## src/rtl/lc3b_regbank.sv

```systemverilog
// rtl/lc3b_regbank.sv - LC-3b R0-R7 register bank with N/Z/P codes and busy scoreboard
// Define REGBANK_BYPASS_EN to forward the write value onto data[wr_addr] in the write cycle.
module lc3b_regbank #(
  parameter int         WIDTH    = 16,
  parameter logic [2:0] CC_RESET = 3'b010
) (
  input  logic             clk,
  input  logic             reset_n,
  input  logic             wr_en,
  input  logic [2:0]       wr_addr,
  input  logic [WIDTH-1:0] wr_data,
  input  logic             wr_byte,
  input  logic             wr_setcc,
  input  logic             mark_en,
  input  logic [2:0]       mark_addr,
  output logic [WIDTH-1:0] data0,
  output logic [WIDTH-1:0] data1,
  output logic [WIDTH-1:0] data2,
  output logic [WIDTH-1:0] data3,
  output logic [WIDTH-1:0] data4,
  output logic [WIDTH-1:0] data5,
  output logic [WIDTH-1:0] data6,
  output logic [WIDTH-1:0] data7,
  output logic             cc_n,
  output logic             cc_z,
  output logic             cc_p,
  output logic [7:0]       busy
);

  logic [WIDTH-1:0] regs_q [8];
  logic [WIDTH-1:0] rd     [8];
  logic [WIDTH-1:0] sv;
  logic [2:0]       cc_q, cc_d;
  logic [7:0]       busy_q, busy_d;
  logic             sv_n, sv_z;

  assign sv   = wr_byte ? {{(WIDTH-8){wr_data[7]}}, wr_data[7:0]} : wr_data;
  assign sv_n = sv[WIDTH-1];
  assign sv_z = (sv == '0);

  always_comb begin
    cc_d = cc_q;
    if (wr_en && wr_setcc) cc_d = {sv_n, sv_z, !sv_n && !sv_z};
  end

  // Mark is applied after clear so a newly issued producer wins on the same register.
  always_comb begin
    busy_d = busy_q;
    if (wr_en)   busy_d[wr_addr]   = 1'b0;
    if (mark_en) busy_d[mark_addr] = 1'b1;
  end

  always_ff @(posedge clk or negedge reset_n) begin
    if (!reset_n) begin
      for (int i = 0; i < 8; i++) regs_q[i] <= '0;
      cc_q   <= CC_RESET;
      busy_q <= 8'h00;
    end else begin
      if (wr_en) regs_q[wr_addr] <= sv;
      cc_q   <= cc_d;
      busy_q <= busy_d;
    end
  end

  always_comb begin
    for (int i = 0; i < 8; i++) begin
      rd[i] = regs_q[i];
`ifdef REGBANK_BYPASS_EN
      if (wr_en && (wr_addr == 3'(i))) rd[i] = sv;
`endif
    end
  end

  assign data0 = rd[0];
  assign data1 = rd[1];
  assign data2 = rd[2];
  assign data3 = rd[3];
  assign data4 = rd[4];
  assign data5 = rd[5];
  assign data6 = rd[6];
  assign data7 = rd[7];

  assign {cc_n, cc_z, cc_p} = cc_q;
  assign busy               = busy_q;

endmodule

```

## config.mk

```make
export PLATFORM = sky130hd
export DESIGN_NAME = lc3b_regbank
export DESIGN_NICKNAME = d
export VERILOG_FILES = /design/src/rtl/lc3b_regbank.sv
export SDC_FILE = /design/constraint.sdc
export NUM_CORES = 1
export LEC_CHECK = 0
export ABC_AREA = 1
export CAP_MARGIN = 10
export CORE_ASPECT_RATIO = 1.1
export CORE_MARGIN = 1
export CORE_UTILIZATION = 52
export CTS_BUF_LIST = sky130_fd_sc_hd__clkbuf_4
export DETAILED_ROUTE_END_ITERATION = 8
export PLACE_DENSITY = 0.9
export SLEW_MARGIN = 30
export SYNTH_ARGS = -nofsm -noshare
export SYNTH_HDL_FRONTEND = slang
export SYNTH_SLANG_ARGS = --single-unit
export TNS_END_PERCENT = 1
```

## constraint.sdc

```tcl
create_clock -name clk -period 1.5 [get_ports clk]
set_clock_uncertainty 0.2 [all_clocks]
set_input_delay 0.15 -clock clk [delete_from_list [all_inputs] [get_ports clk]]
set_output_delay 0.15 -clock clk [all_outputs]
set_load 0.02 [all_outputs]
```

## After elaboration in Yosys (flattened, before gate mapping)

Cells that the tools add are included.

- Bits in registers: 139
- Bits of input ports: 28
- Output and inout bits: 139
- Logic and storage cells: 38

- Magnitude comparators: 6
- Mux-type cells: 10
- Bitwise operators: 4
- Reductions and logical operators: 8

Operators with widths:

| cell | count |
|---|---|
| $bwmux 128 | 1 |
| $demux 16 s3 | 1 |
| $mux 16 | 2 |
| $logic_not 16->1 | 1 |
| $mux 8 | 2 |
| $and 8x8->8 | 1 |
| $lt 3x4->1 const B | 2 |
| $not 8->8 | 1 |
| $or 8x8->8 | 1 |
| $demux 1 s3 | 2 |
| $ge 3x1->1 const B | 2 |
| $logic_and 1x1->1 | 5 |
| $ge 4x4->1 const B | 1 |
| $lt 4x1->1 const B | 1 |
| $not 3->4 | 1 |
| $logic_not 1->1 | 2 |
| $mux 1 | 2 |

## Longest topological paths before layout

Gate-level depths: netlist (run 1).

- Word-level depth: 9
- Depth in mapped cells: 8
- Depth with buffers taken out: 7

## Worst setup path after synthesis (run 1)

No wires, ideal clock.

- Path kind: input-to-reg
- Start: input port wr_en
- End: register regs_q, in the netlist data6[6]
- Library setup time: 0.123 ns
- Arrival: 0.851 ns
- Setup slack: 0.326 ns
- Stages on the path: 8
- Path buffers: 1
- Cells stage by stage: inv_2 > nor2_2 > inv_2 > nor2_4 > inv_4 > buf_6 > nand2_1 > o21ai_2

RTL lines:

| element | RTL line | text |
|---|---|---|
| start: declaration | 9 | `input logic wr_en,` |
| end signal: indexed assignment | 59 | `if (wr_en) regs_q[wr_addr] <= sv;` |
| end: declaration | 30 | `logic [WIDTH-1:0] regs_q [8];` |

## Worst setup path after layout (run 1)

- Start: register cc_q[1]
- End: output port cc_z

RTL lines:

| element | RTL line | text |
|---|---|---|
| start: declaration | 33 | `logic [2:0] cc_q, cc_d;` |
| start signal: assignment | 56 | `cc_q <= CC_RESET;` |
| start signal: assignment | 60 | `cc_q <= cc_d;` |
| end: declaration | 25 | `output logic cc_z,` |

No word-level cell between the ends.

==> results of run 1 <==
==> registers in the layout (all words and copies together) (netlist names) <==
name and flops:
data0 16, data1 16, data2 16, data3 16
data4 16, data5 16, data6 16, data7 16
busy 8, cc_q 3
==> layout by cell type (no fill, tap or decap), types with 2 or more instances in the layout <==
master | netlist | routed
nand2_1 | 112 | 112
dlygate4sd3_1 | 0 | 2
clkinv_4 | 0 | 2
inv_1 | 19 | 19
buf_6 | 7 | 22
nand3_1 | 11 | 11
inv_6 | 0 | 3
clkinvlp_4 | 0 | 3
nor2_4 | 2 | 2
nand2_2 | 2 | 2
inv_2 | 11 | 11
dfrtp_1 | 138 | 138
buf_12 | 0 | 4
a21oi_1 | 12 | 12
clkinv_1 | 0 | 2
bufinv_16 | 0 | 3
clkdlybuf4s50_1 | 0 | 26
o21ai_0 | 61 | 61
o21ai_2 | 12 | 12
o21ai_1 | 20 | 20
nor2_8 | 2 | 2
nor2_2 | 4 | 4
nor2_1 | 53 | 53
buf_2 | 11 | 116
buf_4 | 0 | 27
clkbuf_4 | 0 | 18
a31oi_1 | 32 | 32
==> final cells by class <==
| type | count | area (sq um) |
|---|---|---|
| Multi-Input combinational cell | 325 | 1560 |
| Timing Repair Buffer | 199 | 1430 |
| Inverter | 31 | 119 |
| Tap cell | 120 | 150 |
| Fill cell | 721 | 2840 |
| Sequential cell | 139 | 3480 |
| Clock inverter | 14 | 169 |
| Clock buffer | 18 | 135 |
==> power groups by stage <==
stage                     logic [W]  registers [W]  clock network (W)
after floorplan            0.000757        0.00584                  0
final                       0.00311        0.00497            0.00258
after global routing        0.00334        0.00504            0.00277
after CTS                   0.00299        0.00493            0.00260
after global placement      0.00353        0.00500                  0
after detailed placement    0.00363        0.00502                  0
==> per-layer routing <==
layer  up-vias  track usage (%)  part of all wire, %
li1       2108                -                    -
met1      2276             37.4                   38
met2       245             51.0                   50
met3        34             8.53                  9.3
met4         0             14.1                  2.7
met5         -                0                    0
==> how the worst max path moves through the flow <==
stage	start	endpoint	slack (ps)	depth (start not counted)
finish	cc_q[1]	cc_z	-50	1
detailed placement	wr_byte	data3[14]	-320	5
global placement	wr_byte	data3[14]	-280	5
floorplan	wr_en	data6[6]	330	8
CTS	cc_q[1]	cc_z	-90	1
global route	cc_q[1]	cc_z	-120	1
==> tightest hold or removal path, stage by stage <==
cell and delay (ps):
clkdlybuf4s50_1 450, nand3_1 130, o21ai_1 70
==> through the flow <==
step	instance area (sq um)	setup slack [ps]	power [W]	setup TNS, ps
6_report	7050	-47.1	0.0107	-47.1
5_1_grt	7050	-118	0.0111	-1170
3_3_place_gp	7220	-276	0.00853	-23930
4_1_cts	6910	-88.1	0.0105	-176
2_1_floorplan	5310	326	0.00660	0
3_5_place_dp	7220	-317	0.00865	-31270
==> cells by family (layout without fill, tap and decap cells) <==
group	count (synthesis)	count (layout)
AO/OA/AOI/OAI	137	137
buffers and inverters	52	262
flip-flops	139	139
AND/OR/NAND/NOR	188	188
==> repair_timing <==
action	4_1_cts	5_1_grt
endpoints found under the hold margin	139	0
buffers inserted	6	0
setup endpoints to repair	139	155
hold buffers	2	0
gates resized for setup	557	47
==> impl_metrics.toml, run 1 <==
[power]
pwr_density_cell_nw_per_um2 = 1510
p_seq_share_pct = 46.6
p_sw_share_pct = 36.1
switching_power_w = 0.00385
clkPwrFrac_pct = 24.2
vdd_drop_max_mv = 0.840
combPwrFrac_pct = 29.2
p_int_w = 0.00681
p_leak_nw = 3.58

[clock_tree]
htree_levels = 4
clk_latency_ps = 520
cts_inserted_buffers = 17
clk_pin_slew_ps = 130
clock-sinks = 139
clk_path_buf_depth = 2
root_buffer = "clkbuf_4"
cts_tree = "built"

[final_layout]
area_growth_pct = 32.8
final_layout_size_suffix_gt1_share_pct = 32.6
final_cell_count_no_fill = 846
n_antenna_cell = 0
post-route-util_pct = 71.3
layout.nets = 741

[global_routing]
grt_max_degree = 62
grt_pass1_wl_um = 24200
grt-ovfl-total = 0
grt_use_total_pct = 30.6
antenna_found_initial = 0
grt_pass1_vias = 4685

[place]
port_buffers = 166
gp_congestion = 0.823
hpwl_um = 10800
dp_cells = 806

[floorplanning]
fp.dieH_um = 108
io_pins = 167
core_sq_um = 9890
start_util_pct = 53.7
rows = 38
design.die.area_sq_um = 10600
die-width_um = 98.3

[status]
status = "finished, violations left"
violations = "DRC, setup timing"

[detailed_routing]
drt-initial-drc-count = 285
firstDrtPassIters = 9
drtAntennaViolNets = 0
avgViaCountPerCell = 5.51
wirelength_um = 15400
post-route-drc-count = 11
vias = 4663
routedWlPerCell_um = 18.2

[worst_hold_path]
hold_end = "busy[6]"
whs_path_depth = 3
holdCritPathClass = "input pin to register"
min-delay-start = "mark_addr[2]"

[synth]
ys_seq_elements = 139
synth_edf_count = 0
synth_top_area_share_pct = 65.1
yosysWarningCount = 0
async_reset_ff_share_pct = 100
seq_area_frac_synth_pct = 65.6
synth_area_sq_um = 5310
syn_inst = 516
synthSimpleGateAreaFrac_pct = 14.9
synth_mux_area_share_pct = 0
synth_adder_area_share_pct = 0
synth_area_per_cell_sq_um = 10.3
synthTopCellsByArea = "dfrtp_1 65%, nand2_1 7.9%, o21ai_0 5.8%, a31oi_1 3.8%, nor2_1 3.7%"
synthFlopType = "dfrtp_1"
ys_top_cells_by_count = "138 x dfrtp_1, 112 x nand2_1, 61 x o21ai_0, 53 x nor2_1, 32 x a31oi_1"
synth_nets = 544
synth_compound_area_share_pct = 14.5
synthDistinctLibCells = 23
synth_xor_area_share_pct = 0
synth_top_family_by_area = "simple AND/OR/NAND/NOR gates"
yosysMostFrequentCell = "dfrtp_1"
yosys.area.top_type = "dfrtp_1"

[setup_path]
path_delay_family = "flip-flops"
crit_fanout = 2
critPathBufInv = 1
regToRegEndpoint = "data4[4]"
slowest_stage = "dfstp_2"
crit_arrival_ps = 1200
crit_chain = "buf_6"
r2r_setup_slack_ps = 450
reg2reg_depth = 3
cp_slowest_stage_delay_ps = 560
cp_data_required_time_ps = 1150
worst_setup_path_start_kind = "register"
worst-setup-path-type = "register to output port"
regToRegStartpoint = "data4[4]"
end_kind = "output port"

[sta]
period_share_pct = 103
tightestPinTransition_ps = 453
setup_slack_ps = -47.1
max_freq_mhz = 646
fin_crit_ps = 1550
rsz0062_at_grt = "true"
fin_hold_ws_ps = 94.0
hold_viol_final = 0
finalMaxSlewViolations = 0
setup_violations = 1
relSlewSlack_pct = 69.8

[flow_run]
drv_cap = 0
No activity file was read; power rests on OpenSTA's default activity.
==> inputs of run 2 (changes only) <==
--- a/config.mk
+++ b/config.mk
@@ -17,4 +17,4 @@
 export SYNTH_ARGS = -nofsm -noshare
 export SYNTH_HDL_FRONTEND = slang
 export SYNTH_SLANG_ARGS = --single-unit
-export TNS_END_PERCENT = 1
+export TNS_END_PERCENT = 100
==> run 2 against run 1 <==
Compared with the run above:
- the run still ends with DRC, setup timing left
- clock power barely moved
- setup slack got worse by 20 ps
- fmax fell by 1.3%
- via count rose by 4.1%
- flip-flop and latch count did not move
- combinational power rose by 23%
- cell count rose by 5.0%
- sequential share of layout area fell by 4.4 points
- count of clock-buffer cells in the layout did not move
- critical path depth did not move
- critical path type unchanged
==> impl_metrics.toml, run 2 (same netlist as run 1, synthesis figures left out) <==
[worst_hold_path]
min-delay-start = "wr_setcc"
holdCritPathClass = "input pin to register"
whs_path_depth = 4
hold_end = "cc_q[1]"

[global_routing]
antenna_found_initial = 0
grt_max_degree = 62
grt-ovfl-total = 0
grt_use_total_pct = 30.8
grt_pass1_wl_um = 24400
grt_pass1_vias = 4694

[final_layout]
postLayoutCellArea_sq_um = 7730
multiInputGateArea_sq_um = 1560
final_common_cell = "dfrtp_1"
final_cell_mix = "138 x dfrtp_1, 112 x nand2_1, 78 x buf_6, 68 x buf_4, 61 x o21ai_0"
fill_cells = 616
post-route-util_pct = 78.2
area_growth_pct = 45.7
final_layout_size_suffix_gt1_share_pct = 36.3
regArea_sq_um = 3480
layout.nets = 783
n_antenna_cell = 0

[setup_path]
path_delay_family = "flip-flops"
regToRegStartpoint = "data0[8]"
crit_arrival_ps = 1220
critPathBufInv = 1
end_kind = "output port"
worst_setup_path_start_kind = "register"
regToRegEndpoint = "data0[8]"
r2r_setup_slack_ps = 330
crit_fanout = 2
worst-setup-path-type = "register to output port"
cp_data_required_time_ps = 1150
reg2reg_depth = 4
crit_chain = "buf_6"
cp_slowest_stage_delay_ps = 560
slowest_stage = "dfstp_2"

[sta]
finalMaxSlewViolations = 0
max_freq_mhz = 638
setup_slack_ps = -66.7
setup_violations = 1
hold_viol_final = 0
relSlewSlack_pct = 70.3
fin_crit_ps = 1570
tightestPinTransition_ps = 445
period_share_pct = 104
rsz0062_at_grt = "true"
fin_tns_setup_ps = -66.7

[detailed_routing]
post-route-drc-count = 11
drtAntennaViolNets = 0
vias = 4856
drt-initial-drc-count = 301
routedWlPerCell_um = 18.4
avgViaCountPerCell = 5.47
wirelength_um = 16300
firstDrtPassIters = 7

[floorplanning]
start_util_pct = 53.7
fp.dieH_um = 108
die-width_um = 98.3
rows = 38
io_pins = 167
design.die.area_sq_um = 10600
core_sq_um = 9890

[clock_tree]
clock-sinks = 139
cts_inserted_buffers = 17
clk_pin_slew_ps = 120
cts_tree = "built"
htree_levels = 4
clk_latency_ps = 540
clk_path_buf_depth = 2
root_buffer = "clkbuf_4"

[power]
pwr_density_cell_nw_per_um2 = 1480
switching_power_w = 0.00403
p_sw_share_pct = 35.2
p_leak_nw = 3.90
vdd_drop_max_mv = 0.860
p_seq_share_pct = 44.1
clkPwrFrac_pct = 22.6
p_int_w = 0.00742
combPwrFrac_pct = 33.3

[place]
gp_congestion = 0.823
pre_cts_slack_ps = -317
hpwl_um = 10800
port_buffers = 166
place_area_sq_um = 7220

[status]
status = "finished, violations left"
violations = "DRC, setup timing"

[flow_run]
drv_cap = 0
## run 2: cell count changes in the layout (fill, tap and decap cells not counted)
cell / change
buf_4: +41
buf_2: -56
buf_8: -1
clkbuf_8: +1
clkbuf_16: +1
buf_6: +56
## run 2: worst min-delay path, cell delays in order
cell,delay (ps)
clkdlybuf4s50_1,470
nand2_1,100
nand2_1,70
nand2_1,50
## run 2: worst max-delay path by stage
stage | start | slack (ps) | to | depth (start not counted)
floorplan | wr_en | 330 | data6[6] | 8
global placement | wr_byte | -280 | data3[14] | 5
finish | cc_q[1] | -70 | cc_z | 1
global route | cc_q[1] | -120 | cc_z | 1
CTS | cc_q[1] | -90 | cc_z | 1
detailed placement | wr_byte | -320 | data3[14] | 5
## run 2: power groups by stage
| stage | clock network, W | logic (W) | registers [W] |
|---|---|---|---|
| floorplan | 0 | 0.000757 | 0.00584 |
| global placement | 0 | 0.00353 | 0.00500 |
| detailed placement | 0 | 0.00363 | 0.00502 |
| CTS | 0.00260 | 0.00308 | 0.00494 |
| global route | 0.00277 | 0.00406 | 0.00510 |
| finish | 0.00259 | 0.00381 | 0.00504 |
## run 2: stage by stage
stage / total power [W] / instances / hold WS, ps
2_1_floorplan: 0.00660 / 516 / -346
3_5_place_dp: 0.00865 / 806 / -128
3_3_place_gp: 0.00853 / 806 / -131
6_report: 0.0114 / 888 / 82.7
4_1_cts: 0.0106 / 851 / 61.4
5_1_grt: 0.0119 / 888 / 62.1
## run 2: routing by layer
layer  vias up  global-route usage (%)  wire length (um)
li1       2196                       -                 -
met1      2381                    37.7              6260
met2       240                    51.9              8240
met3        39                    8.21              1320
met4         0                    13.4               500
met5         -                       0                 0
## run 2: what timing repair did
| item | 4_1_cts | 5_1_grt |
|---|---|---|
| hold buffers | 2 | 0 |
| resized for setup | 576 | 141 |
| hold endpoints to repair | 139 | 0 |
| setup endpoints to repair | 139 | 152 |
| cloned | 0 | 1 |
| setup buffers | 11 | 36 |
| pin swaps | 0 | 0 |
## run 2: area by class of cell
type	count	share of cell area, %
Sequential cell	139	45.0
Timing Repair Buffer	241	27.4
Multi-Input combinational cell	325	20.2
Clock inverter	14	2.18
Tap cell	120	1.94
Clock buffer	18	1.75
Inverter	31	1.54
